--- config.mk ---
export PLATFORM = sky130hd
export DESIGN_NAME = piso
export DESIGN_NICKNAME = d
export VERILOG_FILES = /design/src/rtl/piso.sv
export SDC_FILE = /design/constraint.sdc
export NUM_CORES = 1
export LEC_CHECK = 0
export BUFFER_PORTS_ARGS = -buffer_cell sky130_fd_sc_hd__buf_4
export CAP_MARGIN = 20
export CORE_MARGIN = 1.5
export CORE_UTILIZATION = 30
export CTS_BUF_LIST = sky130_fd_sc_hd__clkbuf_4 sky130_fd_sc_hd__clkbuf_8
export CTS_CLUSTER_SIZE = 14
export DETAILED_ROUTE_END_ITERATION = 8
export GPL_ROUTABILITY_DRIVEN = 1
export SLEW_MARGIN = 20
export SYNTH_ARGS = -nofsm -noshare
export SYNTH_HDL_FRONTEND = slang
export SYNTH_SLANG_ARGS = --single-unit
--- constraint.sdc ---
create_clock -name clk -period 1.3 [get_ports clk]
set_clock_uncertainty 0.05 [all_clocks]
set_input_delay 0.26 -clock clk [delete_from_list [all_inputs] [get_ports clk]]
set_output_delay 0.26 -clock clk [all_outputs]
set_load 0.02 [all_outputs]
--- src/rtl/piso.sv ---
// Parallel-in serial-out shifter with a one-entry hold register in front.
// The hold register lets the next word wait while the current word shifts, so words leave with no idle gap.
module piso #(
    parameter int WIDTH     = 4,
    parameter bit MSB_FIRST = 1
) (
    input  logic             clk,
    input  logic             rst,
    input  logic             pi_valid,
    input  logic [WIDTH-1:0] pi_data,
    output logic             pi_ready,
    output logic             so,
    output logic             so_valid,
    output logic             so_last,
    output logic             busy
);

    localparam int            CW       = $clog2(WIDTH);
    localparam logic [CW-1:0] CNT_LAST = CW'(WIDTH - 1);

    typedef enum logic {IDLE, SHIFT} state_t;

    state_t           state_q, state_d;
    logic [WIDTH-1:0] hold_q, hold_d;
    logic             hold_full_q, hold_full_d;
    logic [WIDTH-1:0] shift_q, shift_d;
    logic [CW-1:0]    cnt_q, cnt_d;
    logic             unload;

    always_comb begin
        state_d     = state_q;
        hold_d      = hold_q;
        hold_full_d = hold_full_q;
        shift_d     = shift_q;
        cnt_d       = cnt_q;
        unload      = 1'b0;

        case (state_q)
            IDLE: begin
                if (hold_full_q) begin
                    unload  = 1'b1;
                    state_d = SHIFT;
                end
            end
            SHIFT: begin
                if (cnt_q == CNT_LAST) begin
                    if (hold_full_q) unload  = 1'b1;
                    else             state_d = IDLE;
                end else begin
                    shift_d = MSB_FIRST ? {shift_q[WIDTH-2:0], 1'b0}
                                        : {1'b0, shift_q[WIDTH-1:1]};
                    cnt_d   = cnt_q + CW'(1);
                end
            end
            default: state_d = IDLE;
        endcase

        if (unload) begin
            shift_d     = hold_q;
            cnt_d       = '0;
            hold_full_d = 1'b0;
        end

        // A new word may land in the hold register on the same edge it unloads.
        if (pi_valid && !hold_full_q) begin
            hold_d      = pi_data;
            hold_full_d = 1'b1;
        end
    end

    always_ff @(posedge clk) begin
        if (rst) begin
            state_q     <= IDLE;
            hold_q      <= '0;
            hold_full_q <= 1'b0;
            shift_q     <= '0;
            cnt_q       <= '0;
        end else begin
            state_q     <= state_d;
            hold_q      <= hold_d;
            hold_full_q <= hold_full_d;
            shift_q     <= shift_d;
            cnt_q       <= cnt_d;
        end
    end

    assign pi_ready = !hold_full_q;
    assign so_valid = (state_q == SHIFT);
    assign so       = so_valid & (MSB_FIRST ? shift_q[WIDTH-1] : shift_q[0]);
    assign so_last  = so_valid & (cnt_q == CNT_LAST);
    assign busy     = so_valid | hold_full_q;

endmodule

==> results of run 1 <==
## path summary, 6_finish.rpt
kind              start          to  slack, ns  cells after the start
max            cnt_q[1]     so_last      -0.02                      3
min          pi_data[3]   hold_q[3]       0.18                      3
max reg2reg    cnt_q[1]  shift_q[1]       0.15                      4
min reg2reg   hold_q[3]  shift_q[3]       0.45                      2
## repair_timing
item	in CTS	in global routing
hold endpoints to repair	0	0
pin swaps	2	0
setup endpoints to repair	3	3
gates resized for setup	11	2
buffers inserted	1	0
## per-stage QoR
stage          power (mW)  setup TNS (ns)   util  hold WS, ns  instance area, µm²
2_1_floorplan       0.502               0      -        0.275                 515
3_3_place_gp        0.539               0  0.389        0.414                 607
3_5_place_dp        0.542               0  0.389        0.428                 607
4_1_cts             0.847         -0.0264  0.438        0.177                 683
5_1_grt             0.887         -0.0906  0.442        0.188                 689
6_report            0.834         -0.0206  0.442        0.179                 689
## cell type report
type / instances / area [µm²] / area share
clock buffers: 4 / 36.3 / 0.0526
inverters: 1 / 6.26 / 0.00907
multi-input cells: 37 / 263 / 0.381
flip-flops and latches: 12 / 248 / 0.359
well taps: 16 / 20.0 / 0.0290
repair buffers: 14 / 116 / 0.169
## flip-flops by register name, indices dropped and copies added, names as in the netlist
register and count:
cnt_q 2, hold_full_q 1, hold_q 4, shift_q 4, so_valid 1
## logic make-up (layout without fill, tap and decap cells)
group,after synthesis,count (layout)
AND/OR/NAND/NOR,21,21
flip-flops,12,12
AO/OA/AOI/OAI,9,9
multiplexers,6,6
buffers and inverters,4,19
adder cells (fa/ha/maj),1,1
## cells in the mapped netlist, drive strengths merged
| cell | count | area share |
|---|---|---|
| dfxtp | 12 | 0.47 |
| nor2 | 8 | 0.058 |
| a21oi | 6 | 0.058 |
| mux2i | 6 | 0.12 |
| a211oi | 3 | 0.063 |
| buf | 3 | 0.051 |
| nand2 | 3 | 0.022 |
| and2 | 2 | 0.024 |
| nand2b | 2 | 0.024 |
| nand3 | 2 | 0.019 |
| and2b | 1 | 0.017 |
| ha | 1 | 0.024 |
| inv | 1 | 0.0073 |
| nor2b | 1 | 0.027 |
| nor3 | 1 | 0.0097 |
| or2 | 1 | 0.012 |
## worst max-delay path, stage by stage (launching register included)
cell and delay [ns]:
sky130_fd_sc_hd__dfxtp_2 0.34, sky130_fd_sc_hd__ha_4 0.16, sky130_fd_sc_hd__and2_4 0.13, sky130_fd_sc_hd__buf_6 0.12
## report_power, final
part	internal [mW]	total (mW)	leakage, nW	switching (mW)
Clock	0.170	0.288	0.0210	0.118
Sequential	0.393	0.408	0.100	0.0155
Combinational	0.0716	0.138	0.174	0.0663
## layer usage
layer / wire [µm] / vias up / global-route usage
met3: 63 / 2 / 0.0612
met2: 411 / 11 / 0.176
met5: 0 / - / 0
li1: - / 210 / -
met4: 11 / 0 / 0.0545
met1: 438 / 184 / 0.124
==> flow_summary.html, run 1 <==
<table>
<tr><th>Metric</th><th>Value</th></tr>
<tr><th colspan="2">Drt</th></tr>
<tr><td>Vias per cell</td><td>roughly 4.8</td></tr>
<tr><td>Count of routing violations after the opening detailed-route iteration</td><td>7</td></tr>
<tr><td>Total via count in the routed design</td><td>between 400 and 500</td></tr>
<tr><td>Count of nets left with antenna violations after detail routing</td><td>0</td></tr>
<tr><td>Remaining routing DRC violations</td><td>0</td></tr>
<tr><td>First-pass detailed-route iteration total</td><td>5</td></tr>
<tr><td>WL per Instance</td><td>~11 µm</td></tr>
<tr><td>DRT Wirelength</td><td>925 µm</td></tr>
<tr><th colspan="2">Setup path</th></tr>
<tr><td>Endpoint class of the critical path</td><td>output port</td></tr>
<tr><td>Maximum fanout count along the critical path</td><td>3</td></tr>
<tr><td>Startpoint types</td><td>flip-flop</td></tr>
<tr><td>Required time of the critical path</td><td>0.99 ns</td></tr>
<tr><td>Kind of critical path</td><td>flip-flop to output port</td></tr>
<tr><td>Arrival time of data at the critical path endpoint</td><td>1.01 ns</td></tr>
<tr><th colspan="2">Synth</th></tr>
<tr><td>Area share of and/or/nand/nor cells after synthesis</td><td>0.214</td></tr>
<tr><td>Main combinational cell family by area after synthesis</td><td>simple AND/OR/NAND/NOR gates</td></tr>
<tr><td>Post-synthesis share of cell area spent on full adders, half adders and majority gates</td><td>0.0243</td></tr>
<tr><td>Portion of netlist area occupied by mux cells</td><td>0.117</td></tr>
<tr><td>Unique masters post-synth</td><td>18</td></tr>
<tr><td>Flip-flop and latch count after synthesis</td><td>12</td></tr>
<tr><td>Syn avg cell area</td><td>9.73 µm²</td></tr>
<tr><td>Synthesized instance count</td><td>53</td></tr>
<tr><td>Xor and xnor area share after synthesis</td><td>0</td></tr>
<tr><td>Sequential fraction of the synthesis area</td><td>0.466</td></tr>
<tr><td>Mapped cell area</td><td>slightly above 500 µm²</td></tr>
<tr><td>Compound-gate portion of the synthesized area</td><td>0.121</td></tr>
<tr><td>Count of synthesis-stage warnings from yosys</td><td>0</td></tr>
<tr><td>Net count after synthesis</td><td>61</td></tr>
<tr><th colspan="2">STA</th></tr>
<tr><td>Unrepaired setup endpoints after global routing</td><td>yes</td></tr>
<tr><td>Max Freq</td><td>between 0.7 and 0.8 GHz</td></tr>
<tr><td>Final slew viol count</td><td>0</td></tr>
<tr><td>Final Worst Setup Slack</td><td>-0.0206 ns</td></tr>
<tr><td>Max-Slew Margin vs Limit</td><td>0.831</td></tr>
<tr><td>Worst-Margin Slew</td><td>between 0.2 and 0.3 ns</td></tr>
<tr><td>Final number of setup-violating endpoints</td><td>1</td></tr>
<tr><td>Minimum period implied by the final worst setup slack</td><td>1.32 ns</td></tr>
<tr><td>Final worst-path cycle share</td><td>1.02</td></tr>
<tr><td>Total count of hold-check failures in the final report</td><td>0</td></tr>
<tr><th colspan="2">Placement</th></tr>
<tr><td>IO buf count</td><td>11</td></tr>
<tr><td>Number of cells after detailed placement</td><td>79</td></tr>
<tr><td>Gp weighted congestion</td><td>around 0.68</td></tr>
<tr><td>Worst-case setup slack after placement</td><td>0.0995 ns</td></tr>
<tr><td>HPWL Detailed</td><td>about 650 µm</td></tr>
<tr><th colspan="2">Floorplan</th></tr>
<tr><td>Die footprint</td><td>just under 2000 µm²</td></tr>
<tr><td>Die Y</td><td>roughly 44 µm</td></tr>
<tr><td>Core Rows</td><td>14</td></tr>
<tr><td>Core region area</td><td>between 1500 and 2000 µm²</td></tr>
<tr><td>Die width</td><td>44.5 µm</td></tr>
<tr><td>Effective utilization at floorplan</td><td>0.331</td></tr>
<tr><td>Ports placed on the boundary</td><td>12</td></tr>
<tr><th colspan="2">Clock tree</th></tr>
<tr><td>Clock Path Buffers</td><td>2</td></tr>
<tr><td>TritonCTS clock tree</td><td>built</td></tr>
<tr><td>Clock latency at the later pin of the worst-skew pair</td><td>0.27 ns</td></tr>
<tr><td>Total CTS buffers</td><td>3</td></tr>
<tr><td>Cell at the root of the clock tree</td><td>sky130_fd_sc_hd__clkbuf_4</td></tr>
<tr><td>Post-CTS Hold Buffers</td><td>0</td></tr>
<tr><td>CTS HTree Levels</td><td>1</td></tr>
<tr><td>Total clock sinks</td><td>12</td></tr>
<tr><td>Reg clk slew, reported paths</td><td>0.07 ns</td></tr>
<tr><th colspan="2">Global routing</th></tr>
<tr><td>Number of global-route vias before repair</td><td>392</td></tr>
<tr><td>GRT Residual Overflow</td><td>0</td></tr>
<tr><td>Total global-route track usage</td><td>0.113</td></tr>
<tr><td>Pin count of the biggest net entering global routing</td><td>13</td></tr>
<tr><td>Initial antenna violation count</td><td>0</td></tr>
<tr><td>First-pass GRT wire length</td><td>1.59 mm</td></tr>
<tr><th colspan="2">Finish</th></tr>
<tr><td>Commonest non-fill, non-tap cell in the layout</td><td>sky130_fd_sc_hd__buf_4</td></tr>
<tr><td>Most frequent cells in the layout</td><td>sky130_fd_sc_hd__buf_4, sky130_fd_sc_hd__nor2_1, sky130_fd_sc_hd__dfxtp_1</td></tr>
<tr><td>Share of cells above drive strength 1</td><td>0.441</td></tr>
<tr><td>Ant. Diodes</td><td>0</td></tr>
<tr><td>Count of non-filler cells in the finished layout</td><td>84</td></tr>
<tr><td>Final layout net count</td><td>77</td></tr>
<tr><td>Number of filler instances in the final layout</td><td>about 150</td></tr>
<tr><td>Layout overhead on the synthesized area</td><td>33.7%</td></tr>
<tr><th colspan="2">Worst hold path</th></tr>
<tr><td>Hold WC Path Type</td><td>input pin to flip-flop</td></tr>
<tr><th colspan="2">Outcome</th></tr>
<tr><td>Status</td><td>finished with violations</td></tr>
<tr><td>Failing checks</td><td>negative setup slack</td></tr>
<tr><th colspan="2">Power</th></tr>
<tr><td>Leakage</td><td>about 0.3 nW</td></tr>
<tr><td>Total power divided by cell area</td><td>1210 nW/µm²</td></tr>
<tr><td>Maximum resistive drop on vdd</td><td>roughly 0.57 mV</td></tr>
<tr><th colspan="2">Run</th></tr>
<tr><td># Max-Cap Violations</td><td>0</td></tr>
</table>
(Power assumes the default switching activity.)
==> inputs of run 2 (changes only) <==
- CTS_CLUSTER_SIZE: 14 -> not set
- SETUP_SLACK_MARGIN: not set -> 0.4
==> flow_summary.html, run 2 (synthesis gave the netlist of run 1 again) <==
<table>
<tr><th>Metric</th><th>Value</th></tr>
<tr><th colspan="2">Outcome</th></tr>
<tr><td>Status</td><td>finished with violations (unchanged)</td></tr>
<tr><td>Failing checks</td><td>negative setup slack (unchanged)</td></tr>
<tr><th colspan="2">Floorplan</th></tr>
<tr><td>Core Rows</td><td>14 (unchanged)</td></tr>
<tr><td>Die Y</td><td>44.5 µm (unchanged)</td></tr>
<tr><td>Effective utilization at floorplan</td><td>0.331 (unchanged)</td></tr>
<tr><td>Ports placed on the boundary</td><td>12 (unchanged)</td></tr>
<tr><td>Die width</td><td>44.5 µm (unchanged)</td></tr>
<tr><td>Core region area</td><td>1560 µm² (unchanged)</td></tr>
<tr><td>Die footprint</td><td>1980 µm² (unchanged)</td></tr>
<tr><th colspan="2">Setup path</th></tr>
<tr><td>Kind of critical path</td><td>flip-flop to output port (unchanged)</td></tr>
<tr><td>Arrival time of data at the critical path endpoint</td><td>1.04 ns (was 1.01 ns)</td></tr>
<tr><td>Startpoint types</td><td>flip-flop (unchanged)</td></tr>
<tr><td>Required time of the critical path</td><td>0.99 ns (about the same)</td></tr>
<tr><td>Cell with the biggest individual delay on the critical path</td><td>sky130_fd_sc_hd__dfxtp_2 (unchanged)</td></tr>
<tr><td>Ordered list of cells on the worst path</td><td>ha_4 -&gt; and2_4 -&gt; buf_6 (unchanged)</td></tr>
<tr><td>CP Buf/Inv Count</td><td>1 (unchanged)</td></tr>
<tr><td>Gate family responsible for the most delay along the worst path</td><td>flip-flops (unchanged)</td></tr>
<tr><td>Endpoint class of the critical path</td><td>output port (unchanged)</td></tr>
<tr><td>Maximum fanout count along the critical path</td><td>2 (was 3)</td></tr>
<tr><td>Number of cells on the critical path</td><td>3 (unchanged)</td></tr>
<tr><td>Register-to-Register Path Depth</td><td>5 (was 4)</td></tr>
<tr><td>Peak per-stage delay on the critical path</td><td>0.35 ns (was 0.34 ns)</td></tr>
<tr><th colspan="2">STA</th></tr>
<tr><td>Max Freq</td><td>0.739 GHz (was 0.757 GHz)</td></tr>
<tr><td>Minimum period implied by the final worst setup slack</td><td>1.35 ns (was 1.32 ns)</td></tr>
<tr><td>Setup TNS Final</td><td>-0.0842 ns (was -0.0206 ns)</td></tr>
<tr><td>Tightest hold margin</td><td>0.172 ns (was 0.179 ns)</td></tr>
<tr><td>Worst-Margin Slew</td><td>0.169 ns (was 0.254 ns)</td></tr>
<tr><td>Max-Slew Margin vs Limit</td><td>0.884 (was 0.831)</td></tr>
<tr><td>Final number of setup-violating endpoints</td><td>3 (was 1)</td></tr>
<tr><td>Final slew viol count</td><td>0 (unchanged)</td></tr>
<tr><td>Final Worst Setup Slack</td><td>-0.0525 ns (was -0.0206 ns)</td></tr>
<tr><td>Unrepaired setup endpoints after global routing</td><td>yes (unchanged)</td></tr>
<tr><td>Total count of hold-check failures in the final report</td><td>0 (unchanged)</td></tr>
<tr><td>Final worst-path cycle share</td><td>1.04 (was 1.02)</td></tr>
<tr><th colspan="2">Global routing</th></tr>
<tr><td>Met1 track demand over resource</td><td>0.129 (was 0.124)</td></tr>
<tr><td>Initial antenna violation count</td><td>0 (unchanged)</td></tr>
<tr><td>First-pass GRT wire length</td><td>1.59 mm (about the same)</td></tr>
<tr><td>GRT Residual Overflow</td><td>0 (unchanged)</td></tr>
<tr><td>Global routing's busiest layer</td><td>met2 (unchanged)</td></tr>
<tr><td>Met2 demand-to-capacity share in global routing</td><td>0.179 (was 0.176)</td></tr>
<tr><td>Pin count of the biggest net entering global routing</td><td>13 (unchanged)</td></tr>
<tr><td>Total global-route track usage</td><td>0.120 (was 0.113)</td></tr>
<tr><td>Number of global-route vias before repair</td><td>393 (was 392)</td></tr>
<tr><td>Met3 capacity usage during global routing</td><td>0.0367 (was 0.0612)</td></tr>
<tr><th colspan="2">Power</th></tr>
<tr><td>Fraction of power consumed by combinational cells</td><td>0.201 (was 0.165)</td></tr>
<tr><td>Total power divided by cell area</td><td>1130 nW/µm² (was 1210 nW/µm²)</td></tr>
<tr><td>Power share of the clock group</td><td>0.341 (was 0.345)</td></tr>
<tr><td>Proportion of total power due to net switching</td><td>0.266 (was 0.239)</td></tr>
<tr><td>Leakage</td><td>0.339 nW (was 0.295 nW)</td></tr>
<tr><td>Part of the total power dissipated in sequential elements</td><td>0.458 (was 0.490)</td></tr>
<tr><td>Maximum resistive drop on vdd</td><td>0.517 mV (was 0.574 mV)</td></tr>
<tr><td>Internal Power</td><td>0.662 mW (was 0.634 mW)</td></tr>
<tr><td>Total Power</td><td>0.901 mW (was 0.834 mW)</td></tr>
<tr><td>Total net switching power</td><td>0.239 mW (was 0.199 mW)</td></tr>
<tr><th colspan="2">Clock tree</th></tr>
<tr><td>Cell at the root of the clock tree</td><td>sky130_fd_sc_hd__clkbuf_4 (unchanged)</td></tr>
<tr><td>Clock Path Buffers</td><td>2 (unchanged)</td></tr>
<tr><td>CTS HTree Levels</td><td>1 (unchanged)</td></tr>
<tr><td>TritonCTS clock tree</td><td>built (unchanged)</td></tr>
<tr><td>Total CTS buffers</td><td>3 (unchanged)</td></tr>
<tr><td>Total clock sinks</td><td>12 (unchanged)</td></tr>
<tr><td>Reg clk slew, reported paths</td><td>0.09 ns (was 0.07 ns)</td></tr>
<tr><td>Post-CTS Hold Buffers</td><td>0 (unchanged)</td></tr>
<tr><td>Clock latency at the later pin of the worst-skew pair</td><td>0.29 ns (was 0.27 ns)</td></tr>
<tr><th colspan="2">Worst hold path</th></tr>
<tr><td>Instance count along the most critical hold path</td><td>3 (unchanged)</td></tr>
<tr><td>Hold WC Path Type</td><td>input pin to flip-flop (unchanged)</td></tr>
<tr><th colspan="2">Drt</th></tr>
<tr><td>First-pass detailed-route iteration total</td><td>6 (was 5)</td></tr>
<tr><td>Count of routing violations after the opening detailed-route iteration</td><td>8 (was 7)</td></tr>
<tr><td>WL per Instance</td><td>12.2 µm (was 11.0 µm)</td></tr>
<tr><td>Remaining routing DRC violations</td><td>0 (unchanged)</td></tr>
<tr><td>DRT Wirelength</td><td>1.11 mm (was 925 µm)</td></tr>
<tr><td>Count of nets left with antenna violations after detail routing</td><td>0 (unchanged)</td></tr>
<tr><td>Total via count in the routed design</td><td>436 (was 407)</td></tr>
<tr><td>Vias per cell</td><td>4.79 (was 4.85)</td></tr>
<tr><th colspan="2">Run</th></tr>
<tr><td># Max-Cap Violations</td><td>0 (unchanged)</td></tr>
<tr><th colspan="2">Placement</th></tr>
<tr><td>Worst-case setup slack after placement</td><td>0.132 ns (was 0.0995 ns)</td></tr>
<tr><td>Gp weighted congestion</td><td>0.694 (was 0.684)</td></tr>
<tr><td>IO buf count</td><td>11 (unchanged)</td></tr>
<tr><td>HPWL Detailed</td><td>620 µm (was 647 µm)</td></tr>
<tr><th colspan="2">Finish</th></tr>
<tr><td>Largest registers</td><td>hold_q x4, shift_q x4, cnt_q x2 (unchanged)</td></tr>
<tr><td>Layout overhead on the synthesized area</td><td>55.3% (was 33.7%)</td></tr>
<tr><td>Ant. Diodes</td><td>0 (unchanged)</td></tr>
<tr><td>Final layout net count</td><td>84 (was 77)</td></tr>
<tr><td>Share of cells above drive strength 1</td><td>0.613 (was 0.441)</td></tr>
<tr><td>Most frequent cells in the layout</td><td>sky130_fd_sc_hd__buf_4, sky130_fd_sc_hd__dfxtp_1, sky130_fd_sc_hd__nor2_1 (was sky130_fd_sc_hd__buf_4, sky130_fd_sc_hd__nor2_1, sky130_fd_sc_hd__dfxtp_1)</td></tr>
<tr><td>Final core utilization</td><td>0.514 (was 0.442)</td></tr>
<tr><td>Commonest non-fill, non-tap cell in the layout</td><td>sky130_fd_sc_hd__buf_4 (unchanged)</td></tr>
</table>
[run 2: changes by cell type in the layout (fill, tap and decap cells not counted), sizes merged]
cell	delta
buf	+7
[run 2: area by class of cell]
| type | count | area [µm²] |
|---|---|---|
| fillers | 153 | 758 |
| multi-input cells | 37 | 305 |
| flip-flops and latches | 12 | 250 |
| repair buffers | 21 | 180 |
| clock buffers | 4 | 36.3 |
| well taps | 16 | 20.0 |
| inverters | 1 | 8.76 |
[run 2: repair_timing]
| item | in CTS | in global routing |
|---|---|---|
| pin swaps | 7 | 4 |
| setup buffers | 5 | 5 |
| gates resized for setup | 18 | 4 |
| setup endpoints to repair | 17 | 17 |
[run 2: path summary, 6_finish.rpt]
kind              startpoint         end  slack (ns)
setup / recovery    cnt_q[0]     so_last       -0.05
hold / removal    pi_data[3]   hold_q[3]        0.17
setup reg to reg    cnt_q[0]    cnt_q[0]       -0.01
hold reg to reg    hold_q[1]  shift_q[1]        0.43
[run 2: worst reg2reg max path: cells and delay by family (launching register included)]
kind            cells  cell delay [ns]
fa+ha+maj           1             0.16
flops               1             0.35
buf+inv             1             0.12
compound gates      1             0.17
simple gates        2             0.37
[run 2: stage by stage]
stage,instances,instance area [µm²]
6_report,91,801
5_1_grt,91,801
4_1_cts,86,751
3_5_place_dp,77,619
3_3_place_gp,77,619
2_1_floorplan,53,543
[run 2: power by group through the flow]
stage          logic (mW)  registers [mW]  clock network, mW
6_report            0.181           0.413              0.307
5_1_grt             0.197           0.417              0.333
4_1_cts             0.160           0.410              0.303
3_5_place_dp        0.121           0.423                  0
3_3_place_gp        0.121           0.423                  0
2_1_floorplan      0.0951           0.417                  0
[run 2: routing by layer]
layer / wire length (µm) / vias up
met5: 0 / -
met4: 46 / 0
met3: 34 / 5
met2: 563 / 13
met1: 468 / 196
li1: - / 222
